$ cat src/rtl/rf_wb_arbiter.sv
`default_nettype none
// +--------------------------------------------------------------------------+
// | Module      : rf_wb_arbiter                                              |
// | Description : Two-requester register-file writeback arbiter with per-    |
// |               requester 2-entry FIFOs, round-robin grant and hazard      |
// |               query. Optional forwarding under macro RF_WB_BYPASS_EN.    |
// | Revision    : 1.0                                                        |
// +--------------------------------------------------------------------------+
module rf_wb_arbiter (
    input  logic        clk,
    input  logic        rst_n,
    input  logic        a_valid,
    input  logic [4:0]  a_addr,
    input  logic [31:0] a_data,
    output logic        a_ready,
    input  logic        b_valid,
    input  logic [4:0]  b_addr,
    input  logic [31:0] b_data,
    output logic        b_ready,
    output logic        rf_we,
    output logic [4:0]  rf_waddr,
    output logic [31:0] rf_wdata,
    input  logic [4:0]  rd1_addr,
    input  logic [4:0]  rd2_addr,
    output logic        rd1_pending,
    output logic        rd2_pending,
`ifdef RF_WB_BYPASS_EN
    output logic        rd1_fwd_valid,
    output logic [31:0] rd1_fwd_data,
    output logic        rd2_fwd_valid,
    output logic [31:0] rd2_fwd_data,
`endif
    output logic        busy
);

    localparam logic [1:0] c_depth = 2'd2;

    // Index 0 is requester A, index 1 is requester B.
    logic [4:0]  r_addr  [2][2];
    logic [31:0] r_data  [2][2];
    logic        r_wptr  [2];
    logic        r_rptr  [2];
    logic [1:0]  r_cnt   [2];
    logic        r_last_b;
    logic        r_we;
    logic [4:0]  r_waddr;
    logic [31:0] r_wdata;

    logic [1:0]  w_in_valid;
    logic [4:0]  w_in_addr [2];
    logic [31:0] w_in_data [2];
    logic [1:0]  w_ready;
    logic [1:0]  w_push;
    logic [1:0]  w_head;
    logic [1:0]  w_grant;
    logic        w_sel;
    logic [4:0]  w_head_addr;
    logic [31:0] w_head_data;
    logic [1:0]  w_ent_valid [2];
    logic [4:0]  w_rd_addr [2];
    logic [1:0]  w_fmatch [2];
    logic [1:0]  w_omatch;
    logic [1:0]  w_pend;

    assign w_in_valid   = {b_valid, a_valid};
    assign w_in_addr[0] = a_addr;
    assign w_in_addr[1] = b_addr;
    assign w_in_data[0] = a_data;
    assign w_in_data[1] = b_data;
    assign w_rd_addr[0] = rd1_addr;
    assign w_rd_addr[1] = rd2_addr;

    always_comb begin
        for (int i = 0; i < 2; i++) begin
            w_ready[i]     = (r_cnt[i] < c_depth);
            w_push[i]      = w_in_valid[i] & w_ready[i];
            w_head[i]      = (r_cnt[i] != 2'd0);
            w_ent_valid[i] = 2'b00;
            for (int j = 0; j < 2; j++) begin
                w_ent_valid[i][j] = (r_cnt[i] == c_depth) ||
                                    ((r_cnt[i] == 2'd1) && (r_rptr[i] == j[0]));
            end
        end
    end

    // A wins a tie only when B was granted last.
    assign w_grant[0]  = w_head[0] & (~w_head[1] | r_last_b);
    assign w_grant[1]  = w_head[1] & ~w_grant[0];
    assign w_sel       = w_grant[1];
    assign w_head_addr = r_addr[w_sel][r_rptr[w_sel]];
    assign w_head_data = r_data[w_sel][r_rptr[w_sel]];

    always_ff @(posedge clk) begin
        for (int i = 0; i < 2; i++) begin
            if (w_push[i]) begin
                r_addr[i][r_wptr[i]] <= w_in_addr[i];
                r_data[i][r_wptr[i]] <= w_in_data[i];
            end
        end
    end

    always_ff @(posedge clk or negedge rst_n) begin
        if (!rst_n) begin
            for (int i = 0; i < 2; i++) begin
                r_wptr[i] <= 1'b0;
                r_rptr[i] <= 1'b0;
                r_cnt[i]  <= 2'd0;
            end
            r_last_b <= 1'b1;
            r_we     <= 1'b0;
            r_waddr  <= 5'd0;
            r_wdata  <= 32'd0;
        end else begin
            for (int i = 0; i < 2; i++) begin
                if (w_push[i])  r_wptr[i] <= ~r_wptr[i];
                if (w_grant[i]) r_rptr[i] <= ~r_rptr[i];
                case ({w_push[i], w_grant[i]})
                    2'b10:   r_cnt[i] <= r_cnt[i] + 2'd1;
                    2'b01:   r_cnt[i] <= r_cnt[i] - 2'd1;
                    default: r_cnt[i] <= r_cnt[i];
                endcase
            end
            if (|w_grant) begin
                r_we     <= (w_head_addr != 5'd0);
                r_waddr  <= w_head_addr;
                r_wdata  <= w_head_data;
                r_last_b <= w_grant[1];
            end else begin
                r_we <= 1'b0;
            end
        end
    end

    always_comb begin
        for (int p = 0; p < 2; p++) begin
            w_fmatch[p] = 2'b00;
            for (int i = 0; i < 2; i++) begin
                for (int j = 0; j < 2; j++) begin
                    if (w_ent_valid[i][j] && (r_addr[i][j] == w_rd_addr[p]))
                        w_fmatch[p][i] = 1'b1;
                end
            end
            w_omatch[p] = r_we && (r_waddr == w_rd_addr[p]);
            w_pend[p]   = rst_n && (w_rd_addr[p] != 5'd0) &&
                          ((|w_fmatch[p]) || w_omatch[p]);
        end
    end

`ifdef RF_WB_BYPASS_EN
    logic [1:0]  w_fwd_v;
    logic [31:0] w_fwd_d [2];

    // Youngest match wins: FIFO tail, then FIFO head, then output register.
    // Hits in both FIFOs have no single ordering, so the consumer must stall.
    always_comb begin
        for (int p = 0; p < 2; p++) begin
            w_fwd_v[p] = 1'b0;
            w_fwd_d[p] = 32'd0;
            if (w_pend[p] && !(&w_fmatch[p])) begin
                w_fwd_v[p] = 1'b1;
                if (|w_fmatch[p]) begin
                    for (int i = 0; i < 2; i++) begin
                        if (w_fmatch[p][i]) begin
                            if ((r_cnt[i] == c_depth) &&
                                (r_addr[i][~r_wptr[i]] == w_rd_addr[p]))
                                w_fwd_d[p] = r_data[i][~r_wptr[i]];
                            else
                                w_fwd_d[p] = r_data[i][r_rptr[i]];
                        end
                    end
                end else begin
                    w_fwd_d[p] = r_wdata;
                end
            end
        end
    end

    assign rd1_fwd_valid = w_fwd_v[0];
    assign rd1_fwd_data  = w_fwd_d[0];
    assign rd2_fwd_valid = w_fwd_v[1];
    assign rd2_fwd_data  = w_fwd_d[1];
`endif

    assign a_ready     = w_ready[0];
    assign b_ready     = w_ready[1];
    assign rf_we       = r_we;
    assign rf_waddr    = r_waddr;
    assign rf_wdata    = r_wdata;
    assign rd1_pending = w_pend[0];
    assign rd2_pending = w_pend[1];
    assign busy        = (r_cnt[0] != 2'd0) || (r_cnt[1] != 2'd0) || r_we;

endmodule
`default_nettype wire

$ cat config.mk
export PLATFORM = sky130hd
export DESIGN_NAME = rf_wb_arbiter
export DESIGN_NICKNAME = d
export VERILOG_FILES = /design/src/rtl/rf_wb_arbiter.sv
export SDC_FILE = /design/constraint.sdc
export NUM_CORES = 1
export LEC_CHECK = 0
export CAP_MARGIN = 20
export CORE_MARGIN = 4
export CORE_UTILIZATION = 40
export CTS_BUF_LIST = sky130_fd_sc_hd__clkbuf_4
export CTS_CLUSTER_SIZE = 12
export DETAILED_ROUTE_END_ITERATION = 10
export HOLD_SLACK_MARGIN = 0.08
export PLACE_DENSITY_LB_ADDON = 0.2
export SLEW_MARGIN = 20
export SYNTH_ARGS = -nofsm -noshare
export SYNTH_HDL_FRONTEND = slang
export SYNTH_SLANG_ARGS = --single-unit
export TNS_END_PERCENT = 5
$ cat constraint.sdc
create_clock -name clk -period 3.1 [get_ports clk]
set_clock_uncertainty 0.15 [all_clocks]
set_input_delay 0.62 -clock clk [delete_from_list [all_inputs] [get_ports clk]]
set_output_delay 0.62 -clock clk [all_outputs]
set_load 0.05 [all_outputs]
==> summary.md <==
| Metric | Value |
|---|---|
| Vias in the first global route | just over 5,000 |
| Pwr Total | 0.00993 W |
| Cells along the critical path | clkdlybuf4s50_1, buf_4, or4_2, o21ai_1, a31oi_4, buf_12 |
| CTS clk-pin slew, worst paths | between 0.1 and 0.15 ns |
| Syn Area/Cell | 14.2 um2 |
| M1 GR Usage | 0.204 |
| Core Footprint | about 20,000 um2 |
| Path category of the worst min-delay check | register to register |
| Post-synth top area share | 0.546 |
| Max-slew violations | 0 |
| Via Count | approximately 5,000 |
| Flop2flop setup slack | approximately 0.65 ns |
| Post-Route WL | between 15,000 and 20,000 um |
| Hold endpoint | r_last_b |
| Gate Count Post-Synth | between 500 and 600 |
| Worst r2r dst | r_cnt[1] |
| Starting Density | 0.412 |
| Synth warn | 0 |
| Worst R2R Path Depth | 8 |
| GRT Total Usage | 0.165 |
| Clock sink count | ~200 |
| Status | finished, violations left |
| Rel. slew slack | 0.531 |
| Final setup vio count | 1 |
| Die height | roughly 150 um |
| Global-route wire length before repair | around 28,000 um |
| Startpoint Class | input pin |
| GR Overflow Total | 0 |
| Tcrit/Tclk final | 1.02 |
| 1st-iter DRT viols | around 240 |
| Cell Area, Synth | 8130 um2 |
| ANT nets after route | 0 |
| Mapped Nets | 670 |
| Htree depth | 4 |
| Hold_sp | r_last_b |
| Final Critical Period | roughly 3.1 ns |
| Distinct cells, synth | 32 |
| GRT busiest layer | met2 |
| GRT met3 Usage | 0.0367 |
| RePlAce Congestion | 0.877 |
| Slew @ Worst Pin | about 0.70 ns |
| DR WL/cell | roughly 18 um |
| Pin count of the biggest net entering global routing | 50 |
| Lkg Pwr | between 3 and 4 nW |
| M2 GR Usage | 0.282 |
| Initial antenna violation count | 1 |
| Final HPWL DP | roughly 12,000 um |
| Top Ports | 131 |
| Max IR drop VDD | ~400 uV |
| Pwr dens | around 970 nW/um2 |
| Peak Freq | around 320 MHz |
| Hold Slack | roughly 0.33 ns |
| CTS Buffer Depth | 2 |
| Total Nets Final | 810 |
| Seq cells post-synth | about 200 |
| PortBufs | 130 |
| Delay-heaviest family, CP | buffers and inverters |
| Area delta synth->final | 26.2% |
| Max_cap viols | 0 |
| Crit end category | output port |
| FF-to-FF Start | r_cnt[1] |
| Post-route setup slack | -0.0480 ns |
| Worst endpoint required time | around 2.3 ns |
| Failing checks | setup timing |
| CP max stage delay | ~0.64 ns |
| Hold Fails Final Rpt | 0 |
| CP max FO | 5 |
| Width of the die | between 150 and 200 um |
| Bufs and invs on worst path | 3 |
| Row count | slightly above 50 |
| Vias per std cell | between 4 and 5 |
| CTS Buf Count | 17 |
| Critical path type | input pin to output port |
| First-pass DRT Iterations | 7 |
| Register area share after synthesis | 0.691 |
| Cells taking the most area after synthesis | edfxtp_1 (55%), dfrtp_1 (14%), mux2i_1 (5.0%), mux2_2 (4.7%), xnor2_1 (3.2%) |
| WHS Path Cells | 2 |
| DRC errors left | 0 |
| Highest-count cells in the layout ignoring fill and taps | edfxtp_1 (148), clkdlybuf4s50_1 (125), nand2_1 (45) |
| Layout cells sized above 1 | 0.157 |
| Yosys top cell by area | edfxtp_1 |
| Unrepaired setup endpoints after global routing | yes |
| CP max-delay cell | or4_2 |
| Root Driver | clkbuf_4 |
| CTS tree | built |
| Worst skew pair latency | roughly 0.54 ns |
| Worst path arrival time | 2.38 ns |
| Most common cell after layout, fill and taps aside | edfxtp_1 |
| Die area | 22,700 um2 |
layer usage:
metal | routed length (um) | part of all wire | up-vias
li1 | - | - | 2350
met1 | 7840 | 0.43 | 2384
met2 | 9150 | 0.50 | 125
met5 | 0 | 0 | -
met3 | 852 | 0.047 | 31
met4 | 416 | 0.023 | 0
kinds of logic (layout without fill, tap and decap cells):
family                   Yosys count  in the layout  synth area share
AND/OR/NAND/NOR                  105            105            0.0552
multiplexers                      75             75            0.0975
buffers and inverters             43            195            0.0238
flip-flops                       195            195             0.691
XOR/XNOR                          58             58            0.0625
other                              0              2                 0
adder cells (fa/ha/maj)            8              8            0.0123
AO/OA/AOI/OAI                     90             90            0.0574
flip-flops by register name, summed over array words and instances, names as in the netlist:
signal and count:
r_cnt 4, r_last_b 1, r_data 128, rf_wdata 32, r_rptr 2, rf_waddr 5, r_wptr 2, r_addr 20
rf_we 1
synthesized netlist by cell type (all sizes together):
cell type,n
nand4,4
o21ai,41
xnor2,30
nor2b,1
xor2,28
nor4,5
clkbuf,17
a41oi,1
a31oi,4
nor2,37
o21bai,1
and3,2
nand2b,1
nand2,45
dfstp,1
a21oi,41
mux2,34
or4,3
dfrtp,46
nor3,5
ha,8
mux2i,41
edfxtp,148
buf,18
nand3,1
inv,8
and2,1
a211oi,2
how the worst max path moves through the flow:
stage / start / to / slack [ns] / cells past startpoint
finish: rd1_addr[0] / rd1_pending / -0.05 / 6
floorplan: r_cnt[1] / r_addr[1][5] / -0.01 / 3
CTS: r_cnt[0] / rd1_pending / -0.12 / 8
global placement: rd1_addr[2] / rd1_pending / -0.05 / 7
detailed placement: rd1_addr[2] / rd1_pending / -0.1 / 7
global route: r_cnt[3] / rd1_pending / -0.16 / 7
power by group:
part	total [W]	switching [W]	internal [W]	leakage [nW]
logic	0.00454	0.00280	0.00174	1.59
clock network	0.00139	0.000818	0.000568	0.162
registers	0.00401	0.000395	0.00362	1.92
worst min-delay path: cells and delay by family (launching register included):
| family | cells | cell delay (ns) |
|---|---|---|
| buffers and inverters | 1 | 0.04 |
| flip-flops | 1 | 0.40 |
| AO/OA/AOI/OAI | 1 | 0.06 |
final cells by class:
cell class	count	area, um2
Antenna cell	2	5.00
Clock buffer	18	135
Clock inverter	13	159
Fill cell	1667	9460
Inverter	8	30.0
Multi-Input combinational cell	336	2410
Sequential cell	195	5630
Tap cell	265	332
Timing Repair Buffer	156	1560
what timing repair did:
item / 4_1_cts / 5_1_grt
endpoints found under the hold margin: 45 / 0
gates resized for setup: 9 / 7
setup endpoints to repair: 2 / 2
pin swaps: 4 / 3
hold buffers: 1 / 0
buffers inserted: 6 / 1
stage by stage:
stage | utilization | cells | area (um2) | TNS, ns | setup WS [ns]
6_report | 0.520 | 993 | 10300 | -0.0480 | -0.0480
5_1_grt | 0.520 | 993 | 10300 | -0.261 | -0.160
4_1_cts | 0.518 | 990 | 10200 | -0.125 | -0.124
3_5_place_dp | 0.499 | 952 | 9830 | -0.0981 | -0.0981
3_3_place_gp | 0.499 | 952 | 9830 | -0.0509 | -0.0509
2_1_floorplan | - | 574 | 8140 | -0.373 | -0.0101
No activity file was read; power rests on OpenSTA's default activity.
